--- config.mk ---
export PLATFORM = sky130hd
export DESIGN_NAME = conv2_frame_ctrl
export DESIGN_NICKNAME = d
export VERILOG_FILES = /design/src/rtl/conv2_pkg.sv /design/src/rtl/conv2_out_tracker.sv /design/src/rtl/conv2_frame_ctrl.sv
export SDC_FILE = /design/constraint.sdc
export NUM_CORES = 1
export LEC_CHECK = 0
export ABC_AREA = 1
export CORE_AREA = 5 5 69 84
export CTS_BUF_LIST = sky130_fd_sc_hd__clkbuf_2 sky130_fd_sc_hd__clkbuf_4 sky130_fd_sc_hd__clkbuf_8
export DETAILED_ROUTE_END_ITERATION = 10
export DIE_AREA = 0 0 74 89
export PLACE_DENSITY = 0.65
export SLEW_MARGIN = 30
export SYNTH_ARGS = -nofsm -noshare
export SYNTH_HDL_FRONTEND = slang
export SYNTH_SLANG_ARGS = --single-unit
--- constraint.sdc ---
create_clock -name clk -period 1.4 [get_ports clk]
set_input_delay 0.21 -clock clk [delete_from_list [all_inputs] [get_ports clk]]
set_output_delay 0.21 -clock clk [all_outputs]
set_load 0.01 [all_outputs]
--- src/rtl/conv2_pkg.sv ---
// Shared definitions for the conv2 frame controller: geometry, derived sizes
// and the sequencer state encoding.
package conv2_pkg;

  localparam int WIDTH         = 13;
  localparam int HEIGHT        = 13;
  localparam int KSIZE         = 3;
  localparam int CH_IN         = 8;
  localparam int DRAIN_TIMEOUT = 64;

  localparam int NPIX = WIDTH * HEIGHT;
  localparam int OW   = WIDTH - KSIZE + 1;
  localparam int OH   = HEIGHT - KSIZE + 1;
  localparam int NOUT = OW * OH;

  // Width needed to hold values 0..n-1, never less than one bit.
  function automatic int bits_for(input int n);
    return (n > 1) ? $clog2(n) : 1;
  endfunction

  localparam int AW = bits_for(NPIX);
  localparam int CW = bits_for(OW);
  localparam int RW = bits_for(OH);
  localparam int TW = bits_for(DRAIN_TIMEOUT);

  typedef enum logic [2:0] {
    ST_IDLE,
    ST_CLR,
    ST_FEED,
    ST_DRAIN,
    ST_DONE
  } state_t;

endpackage

--- src/rtl/conv2_out_tracker.sv ---
// Qualifies conv output pulses against a window and an output budget, and
// tags each accepted output with its raster row/column.
module conv2_out_tracker
  import conv2_pkg::*;
#(
  parameter int COLS = OW,
  parameter int ROWS = OH,
  parameter int CWID = bits_for(COLS),
  parameter int RWID = bits_for(ROWS),
  parameter int NWID = bits_for(COLS * ROWS + 1)
) (
  input  logic            clk,
  input  logic            rst,
  input  logic            clr,
  input  logic            window,
  input  logic            conv_valid_out,
  output logic            out_valid,
  output logic [RWID-1:0] out_row,
  output logic [CWID-1:0] out_col,
  output logic            full
);

  localparam int TOTAL = COLS * ROWS;

  logic [NWID-1:0] count;

  assign full      = (count == NWID'(TOTAL));
  assign out_valid = conv_valid_out && window && (count < NWID'(TOTAL));

  // The position stops advancing on the last output so it keeps naming it.
  always_ff @(posedge clk) begin
    if (rst || clr) begin
      count   <= '0;
      out_row <= '0;
      out_col <= '0;
    end else if (out_valid) begin
      count <= count + NWID'(1);
      if (count != NWID'(TOTAL - 1)) begin
        if (out_col == CWID'(COLS - 1)) begin
          out_col <= '0;
          out_row <= out_row + RWID'(1);
        end else begin
          out_col <= out_col + CWID'(1);
        end
      end
    end
  end

endmodule

--- src/rtl/conv2_frame_ctrl.sv ---
// Frame sequencer for conv2: reads one raster frame from the feature-map
// buffer, streams it to the conv layer and counts/tags its valid outputs.
module conv2_frame_ctrl
  import conv2_pkg::*;
(
  input  logic             clk,
  input  logic             rst,
  input  logic             start,
  input  logic             abort,
  input  logic             src_valid,
  input  logic             hold,
  output logic             rd_en,
  output logic [AW-1:0]    rd_addr,
  input  logic [CH_IN-1:0] rd_data,
  output logic             conv_clr,
  output logic             conv_valid_in,
  output logic [CH_IN-1:0] conv_pixel,
  input  logic             conv_valid_out,
  output logic             out_valid,
  output logic [RW-1:0]    out_row,
  output logic [CW-1:0]    out_col,
  output logic             busy,
  output logic             done,
  output logic             err
);

  state_t        state, state_next;
  logic          window;
  logic          full;
  logic          rd_en_q;
  logic          timeout;
  logic [TW-1:0] drain_cnt;

  assign timeout = (state == ST_DRAIN) && !full
                   && (drain_cnt == TW'(DRAIN_TIMEOUT - 1));

  // NOTE: sequential state uses non-blocking assignments so every register
  // samples pre-edge values regardless of process ordering.
  always_ff @(posedge clk) begin
    if (rst) state <= ST_IDLE;
    else     state <= state_next;
  end

  // Abort wins over every other transition, including a completing frame.
  always_comb begin
    state_next = state;
    if (abort) begin
      state_next = ST_IDLE;
    end else begin
      case (state)
        ST_IDLE:  if (start && src_valid) state_next = ST_CLR;
        ST_CLR:   state_next = ST_FEED;
        ST_FEED:  if (rd_en && rd_addr == AW'(NPIX - 1)) state_next = ST_DRAIN;
        ST_DRAIN: if (full || timeout) state_next = ST_DONE;
        ST_DONE:  state_next = ST_IDLE;
        default:  state_next = ST_IDLE;
      endcase
    end
  end

  // NOTE: every output gets a default before the case so no latch is inferred.
  always_comb begin
    rd_en    = 1'b0;
    conv_clr = 1'b0;
    done     = 1'b0;
    window   = 1'b0;
    busy     = (state != ST_IDLE);
    case (state)
      ST_CLR:   conv_clr = 1'b1;
      ST_FEED: begin
        rd_en  = !hold;
        window = 1'b1;
      end
      ST_DRAIN: window = 1'b1;
      ST_DONE:  done = 1'b1;
      default:  ;
    endcase
  end

  always_ff @(posedge clk) begin
    if (rst) begin
      rd_addr   <= '0;
      rd_en_q   <= 1'b0;
      drain_cnt <= '0;
      err       <= 1'b0;
    end else begin
      rd_en_q <= rd_en && !abort;
      if (state == ST_CLR)
        rd_addr <= '0;
      else if (rd_en && rd_addr != AW'(NPIX - 1))
        rd_addr <= rd_addr + AW'(1);
      drain_cnt <= (state == ST_DRAIN) ? drain_cnt + TW'(1) : '0;
      if (state == ST_IDLE && state_next == ST_CLR)
        err <= 1'b0;
      else if (timeout && !abort)
        err <= 1'b1;
    end
  end

  // Buffer data arrives one cycle after the strobe, matching rd_en_q.
  assign conv_valid_in = rd_en_q;
  assign conv_pixel    = rd_en_q ? rd_data : '0;

  conv2_out_tracker u_tracker (
    .clk            (clk),
    .rst            (rst),
    .clr            (conv_clr),
    .window         (window),
    .conv_valid_out (conv_valid_out),
    .out_valid      (out_valid),
    .out_row        (out_row),
    .out_col        (out_col),
    .full           (full)
  );

endmodule

==> summary.txt, run 1 <==
Run status
  – Status: complete, no violations

Drt
  – Avg WL per Cell: 10.7 um
  – Vias per cell: 4.64
  – Detail Route Antenna Nets: 0
  – Initial drt markers: 63
  – DRC: 0
  – Drt first pass iters: 4
  – Post-Route WL: 4630 um
  – Vias: 2001

CTS
  – CTS tree: built
  – CTS Buffer Depth: 2
  – Clock Sinks: 34
  – Worst skew pair latency: 0.28 ns
  – CTS Buf Count: 5
  – CTS Hold Bufs: 0
  – Clk Tree Root Cell: clkbuf_8
  – Worst-path clk slew: 0.07 ns
  – Htree depth: 2

Synth
  – Yosys warns: 0
  – Post-Synthesis Cells: ~290
  – Avg Cell Area, Syn: ~6.6 um2
  – Synthesized net count: 308
  – Mapped Area: 0.00189 mm2
  – Cell taking the most area after synthesis: dfxtp_1
  – Sequential area share after synthesis: 36.0%
  – #FFs+latches synth: 34
  – Synth top area share: roughly 36%
  – Yosys cell types: 24
  – Top cells by area, synth: dfxtp_1 36%, nand2_1 17%, inv_1 8.1%

Placed design
  – # port buffers: 45
  – DP Wirelength: approximately 3600 um
  – Cells after DPL: 419
  – Pre-CTS setup slack: -0.342 ns
  – Dpl cell area: around 0.0026 mm2
  – RD Place Congestion: 0.871

Setup path
  – Reg-to-Reg Start: u_tracker.count[0]$_SDFFE_PP0P_
  – Reg2Reg Depth: 9
  – Crit end category: primary output
  – Critical path origin: u_tracker.count[6]$_SDFFE_PP0P_
  – Worst EP required: 1.19 ns
  – CP arrival: 1.16 ns
  – Worst reg2reg setup slack: 0.08 ns
  – Critical path class: reg -> out
  – RR Endpoint: u_tracker.out_row[3]$_SDFFE_PP0P_
  – Startpoint Class: flop
  – Critical path fanouts, max: 3

Pwr
  – Peak VDD IR: 0.497 mV
  – Pint: 1.41 mW
  – Power share of the combinational group: around 6.2%
  – Clk pwr share: 39.2%
  – Switch Pwr: 0.368 mW
  – Sw Share: 20.7%
  – Power, Total: 1.78 mW
  – Flop pwr share: 54.6%
  – Static leakage: 1.37 nW
  – P per Cell Area: 629 mW/mm2

Min path
  – Hold endpoint: drain_cnt[0]$_SDFF_PP0_
  – Critical hold path startpoint: drain_cnt[0]$_SDFF_PP0_
  – Hold crit path type: reg -> reg
  – Hold path depth: 1

Timing
  – Hold Fails Final Rpt: 0
  – Final WS setup: 0.0347 ns
  – Fin Setup TNS: 0 ns
  – Fin crit period: 1.37 ns
  – Final setup violation count: 0
  – Fin Clk Skew: between 0.005 and 0.006 ns
  – Slew @ Worst Pin: 0.263 ns
  – Slew Limit Fails: 0
  – Fmax: 732 MHz
  – Rel. slew slack: 82.3%
  – Final period util: 97.5%

GRT
  – Initial antenna violation count: 0
  – Grt total ovfl: 0
  – Total global-route track usage: between 10% and 20%
  – Vias in the first global route: 1836
  – Largest net degree at the start of global routing: 16
  – First-pass GRT wire length: 7650 um

Final layout
  – Fin cells: 431
  – Share of layout cells above drive strength 1: a little over a quarter
  – Fill cells: 477
  – P&R area growth vs syn: 49.5%
  – Nets: just under 400
  – Post-route cell area: 0.00283 mm2
  – Antenna Diode Count: 0

Floorplanning
  – I/O pin count: 46
  – Row count: 28
  – Full die area: ~0.0066 mm2
  – Starting Density: 38.8%
  – Die Span X: around 74 um
  – Core ar.: between 0.004 and 0.005 mm2
  – Chip height: 89 um

Flow run
  – Max cap viols: 0
==> metrics by stage <==
step | util, % | hold WS [ns]
after global routing | 58.0 | 0.435
final | 58.0 | 0.418
after global placement | 54.0 | 0.432
after CTS | 56.2 | 0.452
after floorplan | - | 0.287
after detailed placement | 54.0 | 0.439
==> placed cells by master, fill, tap and decap left out, types with 9 or more instances in the layout <==
master            n
nor2_1           24
inv_1            33
nand2_1          79
nand3_1          20
clkdlybuf4s50_1  15
inv_2             9
a21oi_1          22
dlygate4sd2_1    25
dfxtp_2          13
dfxtp_1          20
buf_4            35
==> layer usage <==
| layer | vias to the layer above | share of wire (%) | GRT usage (%) |
|---|---|---|---|
| met2 | 25 | 52 | 25.7 |
| li1 | 1070 | - | - |
| met4 | 0 | 1.2 | 5.27 |
| met3 | 6 | 3.3 | 3.82 |
| met1 | 900 | 43 | 17.1 |
| met5 | - | 0 | 0 |
==> what timing repair did <==
action / CTS / global route
cloned: 0 / 0
setup buffers: 3 / 4
setup endpoints to repair: 35 / 26
gates resized for setup: 56 / 38
pin swaps: 7 / 10
==> how the worst max path moves through the flow <==
stage	end	cells after the start
2_1_floorplan	rd_addr[1]$_SDFFE_PP0P_	9
3_3_place_gp	out_valid	6
3_5_place_dp	out_valid	6
4_1_cts	out_valid	6
5_1_grt	out_valid	6
6_report	out_valid	6
==> power groups by stage <==
| stage | Combinational (mW) | Clock, mW | Sequential, mW |
|---|---|---|---|
| CTS | 0.111 | 0.730 | 0.969 |
| floorplan | 0.0369 | 0 | 0.994 |
| detailed placement | 0.111 | 0 | 0.993 |
| global route | 0.122 | 0.765 | 0.969 |
| finish | 0.110 | 0.696 | 0.970 |
| global placement | 0.110 | 0 | 0.993 |
==> logic make-up after synthesis <==
logic type	synth area share [%]
and+or+nand+nor	35.4
buffers and inverters	10.3
DFF	36.0
AOI/OAI and AO/OA	9.00
xor gates and xnor gates	4.63
adders and majority gates	4.63
==> critical path, cell delays in order, from the launching register on <==
cell     delay [ns]
dfxtp_2        0.34
nand2_2        0.05
nor2_2         0.14
nand2_2        0.07
nand2_2        0.10
inv_2          0.05
buf_6          0.11
==> cell type report <==
cell class	count	area, um2	share of cell area (%)
Tap cell	60	75.1	2.66
Multi-Input combinational cell	204	1100	38.8
Timing Repair Buffer	84	708	25.1
Clock buffer	6	82.6	2.92
Sequential cell	34	701	24.8
Inverter	43	164	5.80
==> state kept, by name, indices dropped and copies added, names as in the netlist <==
register and flops:
conv_valid_in 1, err 1, rd_addr 8, u_tracker.out_row 4
state 3, drain_cnt 6, u_tracker.out_col 4, u_tracker.count 7
==> cells in the mapped netlist <==
cell / instances
clkbuf_1: 2
nand2_2: 1
nor3_1: 2
buf_6: 1
nand4_1: 1
nor2_4: 3
xnor2_1: 3
ha_1: 7
nand3_1: 24
inv_2: 2
buf_4: 2
nor2_1: 28
dfxtp_1: 34
a31oi_1: 2
nor3b_1: 1
inv_1: 41
xor2_1: 7
or2_2: 1
o21a_1: 1
o21ai_0: 8
nand3b_1: 6
nor4_1: 1
a21oi_1: 22
nand2_1: 86
No activity file was read; power rests on OpenSTA's default activity.
==> inputs of run 2 (changes only) <==
- CORE_AREA: 5 5 69 84 -> 10 10 74 89
- DIE_AREA: 0 0 74 89 -> 0 0 84 99
==> summary.txt, run 2 (synthesis gave the netlist of run 1 again) <==
Run status
  – Status: complete, no violations (unchanged)

GRT
  – Met2 usage: 20.9% (was 25.7%)
  – Met3 Use GR: 4.20% (was 3.82%)
  – Grt met1 use: 11.6% (was 17.1%)
  – Initial antenna violation count: 0 (unchanged)
  – Largest net degree at the start of global routing: 16 (unchanged)
  – Total global-route track usage: 11.4% (was 14.7%)
  – First-pass GRT wire length: 8110 um (was 7650 um)
  – Grt total ovfl: 0 (unchanged)
  – Vias in the first global route: 1952 (was 1836)
  – GRT Max-Usage Layer: met2 (unchanged)

Floorplanning
  – Core ar.: 0.00483 mm2 (was 0.00487 mm2)
  – Row count: 28 (unchanged)
  – Starting Density: 39.1% (was 38.8%)
  – Chip height: 99 um (was 89 um)
  – I/O pin count: 46 (unchanged)
  – Full die area: 0.00832 mm2 (was 0.00659 mm2)
  – Die Span X: 84 um (was 74 um)

Timing
  – Fin Setup TNS: 0 ns (unchanged)
  – Rel. slew slack: 81.8% (was 82.3%)
  – Slew @ Worst Pin: 0.270 ns (was 0.263 ns)
  – Fmax: 751 MHz (was 732 MHz)
  – Final period util: 95.1% (was 97.5%)
  – Fin Clk Skew: 0.00585 ns (was 0.00587 ns)
  – Worst hold slack: 0.455 ns (was 0.418 ns)
  – Fin crit period: 1.33 ns (was 1.37 ns)
  – RSZ-0062 raised after global routing: yes
  – Slew Limit Fails: 0 (unchanged)
  – Final setup violation count: 0 (unchanged)
  – Hold Fails Final Rpt: 0 (unchanged)

Setup path
  – Worst reg2reg setup slack: 0.07 ns (was 0.08 ns)
  – CP arrival: 1.52 ns (was 1.16 ns)
  – RR Endpoint: err$_SDFFE_PP0P_ (was u_tracker.out_row[3]$_SDFFE_PP0P_)
  – Critical path fanouts, max: 3 (unchanged)
  – Reg-to-Reg Start: u_tracker.count[1]$_SDFFE_PP0P_ (was u_tracker.count[0]$_SDFFE_PP0P_)
  – Reg2Reg Depth: 11 (was 9)
  – Crit end category: flop (was primary output)
  – Critical path class: reg -> reg (was reg -> out)
  – Startpoint Class: flop (unchanged)
  – Critical path origin: u_tracker.count[1]$_SDFFE_PP0P_ (was u_tracker.count[6]$_SDFFE_PP0P_)
  – Worst EP required: 1.59 ns (was 1.19 ns)

CTS
  – Worst-path clk slew: 0.07 ns (about the same)
  – Htree depth: 2 (unchanged)
  – CTS Buf Count: 5 (unchanged)
  – CTS Hold Bufs: 0 (unchanged)
  – CTS tree: built (unchanged)
  – Clock Sinks: 34 (unchanged)
  – CTS Buffer Depth: 2 (unchanged)
  – Clk Tree Root Cell: clkbuf_8 (unchanged)
  – Worst skew pair latency: 0.29 ns (was 0.28 ns)

Final layout
  – Fill cells: 493 (was 477)
  – Max FFs per register: 8 (unchanged)
  – Nets: 390 (was 394)
  – Share of layout cells above drive strength 1: 23.1% (was 26.4%)
  – Most frequent cells in the layout: 82 x nand2_1, 34 x inv_1, 33 x buf_4 (was 79 x nand2_1, 35 x buf_4, 33 x inv_1)
  – Largest register by flop count: rd_addr (unchanged)
  – P&R area growth vs syn: 45.5% (was 49.5%)
  – Biggest regs: rd_addr: 8 flops, u_tracker.count: 7 flops, drain_cnt: 6 flops (unchanged)
  – Antenna Diode Count: 0 (unchanged)
  – Commonest non-fill, non-tap cell in the layout: nand2_1 (unchanged)

Placed design
  – DP Wirelength: 3730 um (was 3610 um)
  – RD Place Congestion: 0.822 (was 0.871)
  – # port buffers: 45 (unchanged)

Drt
  – Drt first pass iters: 4 (unchanged)
  – Avg WL per Cell: 11.2 um (was 10.7 um)
  – Vias per cell: 4.61 (was 4.64)
  – Post-Route WL: 4790 um (was 4630 um)
  – Detail Route Antenna Nets: 0 (unchanged)
  – Initial drt markers: 62 (was 63)
  – DRC: 0 (unchanged)
  – Vias: 1972 (was 2001)

Pwr
  – P per Cell Area: 642 mW/mm2 (was 629 mW/mm2)
  – Peak VDD IR: 0.425 mV (was 0.497 mV)
  – Static leakage: 1.36 nW (was 1.37 nW)

Flow run
  – Max cap viols: 0 (unchanged)

Min path
  – Hold endpoint: drain_cnt[0]$_SDFF_PP0_ (unchanged)
  – Hold crit path type: reg -> reg (unchanged)
  – Critical hold path startpoint: drain_cnt[0]$_SDFF_PP0_ (unchanged)
  – Hold path depth: 1 (unchanged)
-- run 2: worst max-delay path: stages (launching register included) --
cell and delay, ns:
dfxtp_2 0.34, inv_2 0.04, buf_4 0.14, ha_1 0.17
inv_1 0.05, nor2_1 0.04, nand2_1 0.11, nand3_1 0.12
nand3_1 0.09, nand2_1 0.06, nand2_1 0.06, inv_1 0.03
-- run 2: final cells by class --
class                           count  area [um2]  area share [%]
Sequential cell                    34         697            25.3
Tap cell                           60        75.1            2.73
Inverter                           43         161            5.87
Clock inverter                      2        10.0           0.364
Clock buffer                        5        68.8            2.50
Timing Repair Buffer               80         667            24.2
Multi-Input combinational cell    204        1070            38.9
-- run 2: layer usage --
layer / part of all wire, % / vias to the layer above
met5: 0 / -
met4: 0.79 / 0
met3: 5.3 / 4
met2: 52 / 35
met1: 42 / 874
li1: - / 1059
-- run 2: how the worst max path moves through the flow --
| stage | to | cells past startpoint |
|---|---|---|
| floorplan | rd_addr[1]$_SDFFE_PP0P_ | 9 |
| global placement | out_valid | 6 |
| detailed placement | out_valid | 6 |
| CTS | out_valid | 6 |
| global route | rd_addr[7]$_SDFFE_PP0P_ | 9 |
| finish | err$_SDFFE_PP0P_ | 11 |
-- run 2: where the power goes --
| part | switching, mW | total (mW) | internal [mW] | leakage [nW] |
|---|---|---|---|---|
| sequential | 0.00219 | 0.970 | 0.967 | 0.280 |
| clock | 0.351 | 0.684 | 0.333 | 0.0438 |
| combinational | 0.0494 | 0.112 | 0.0628 | 1.03 |
| total | 0.402 | 1.77 | 1.36 | 1.36 |
-- run 2: repair_timing --
action	4_1_cts	5_1_grt
hold endpoints to repair	0	0
pin swaps	2	13
resized for setup	48	28
buffers inserted	0	0
setup endpoints to repair	35	22
-- run 2: through the flow --
step | power, mW | area [um2] | utilization [%] | cells | worst slack (ns)
after floorplan | 1.03 | 1890 | - | 286 | 0.0715
after detailed placement | 1.11 | 2650 | 54.7 | 421 | -0.355
after global routing | 1.85 | 2750 | 56.9 | 428 | -0.0158
final | 1.77 | 2750 | 56.9 | 428 | 0.0684
after global placement | 1.10 | 2650 | 54.7 | 421 | -0.348
after CTS | 1.80 | 2720 | 56.2 | 428 | -0.109
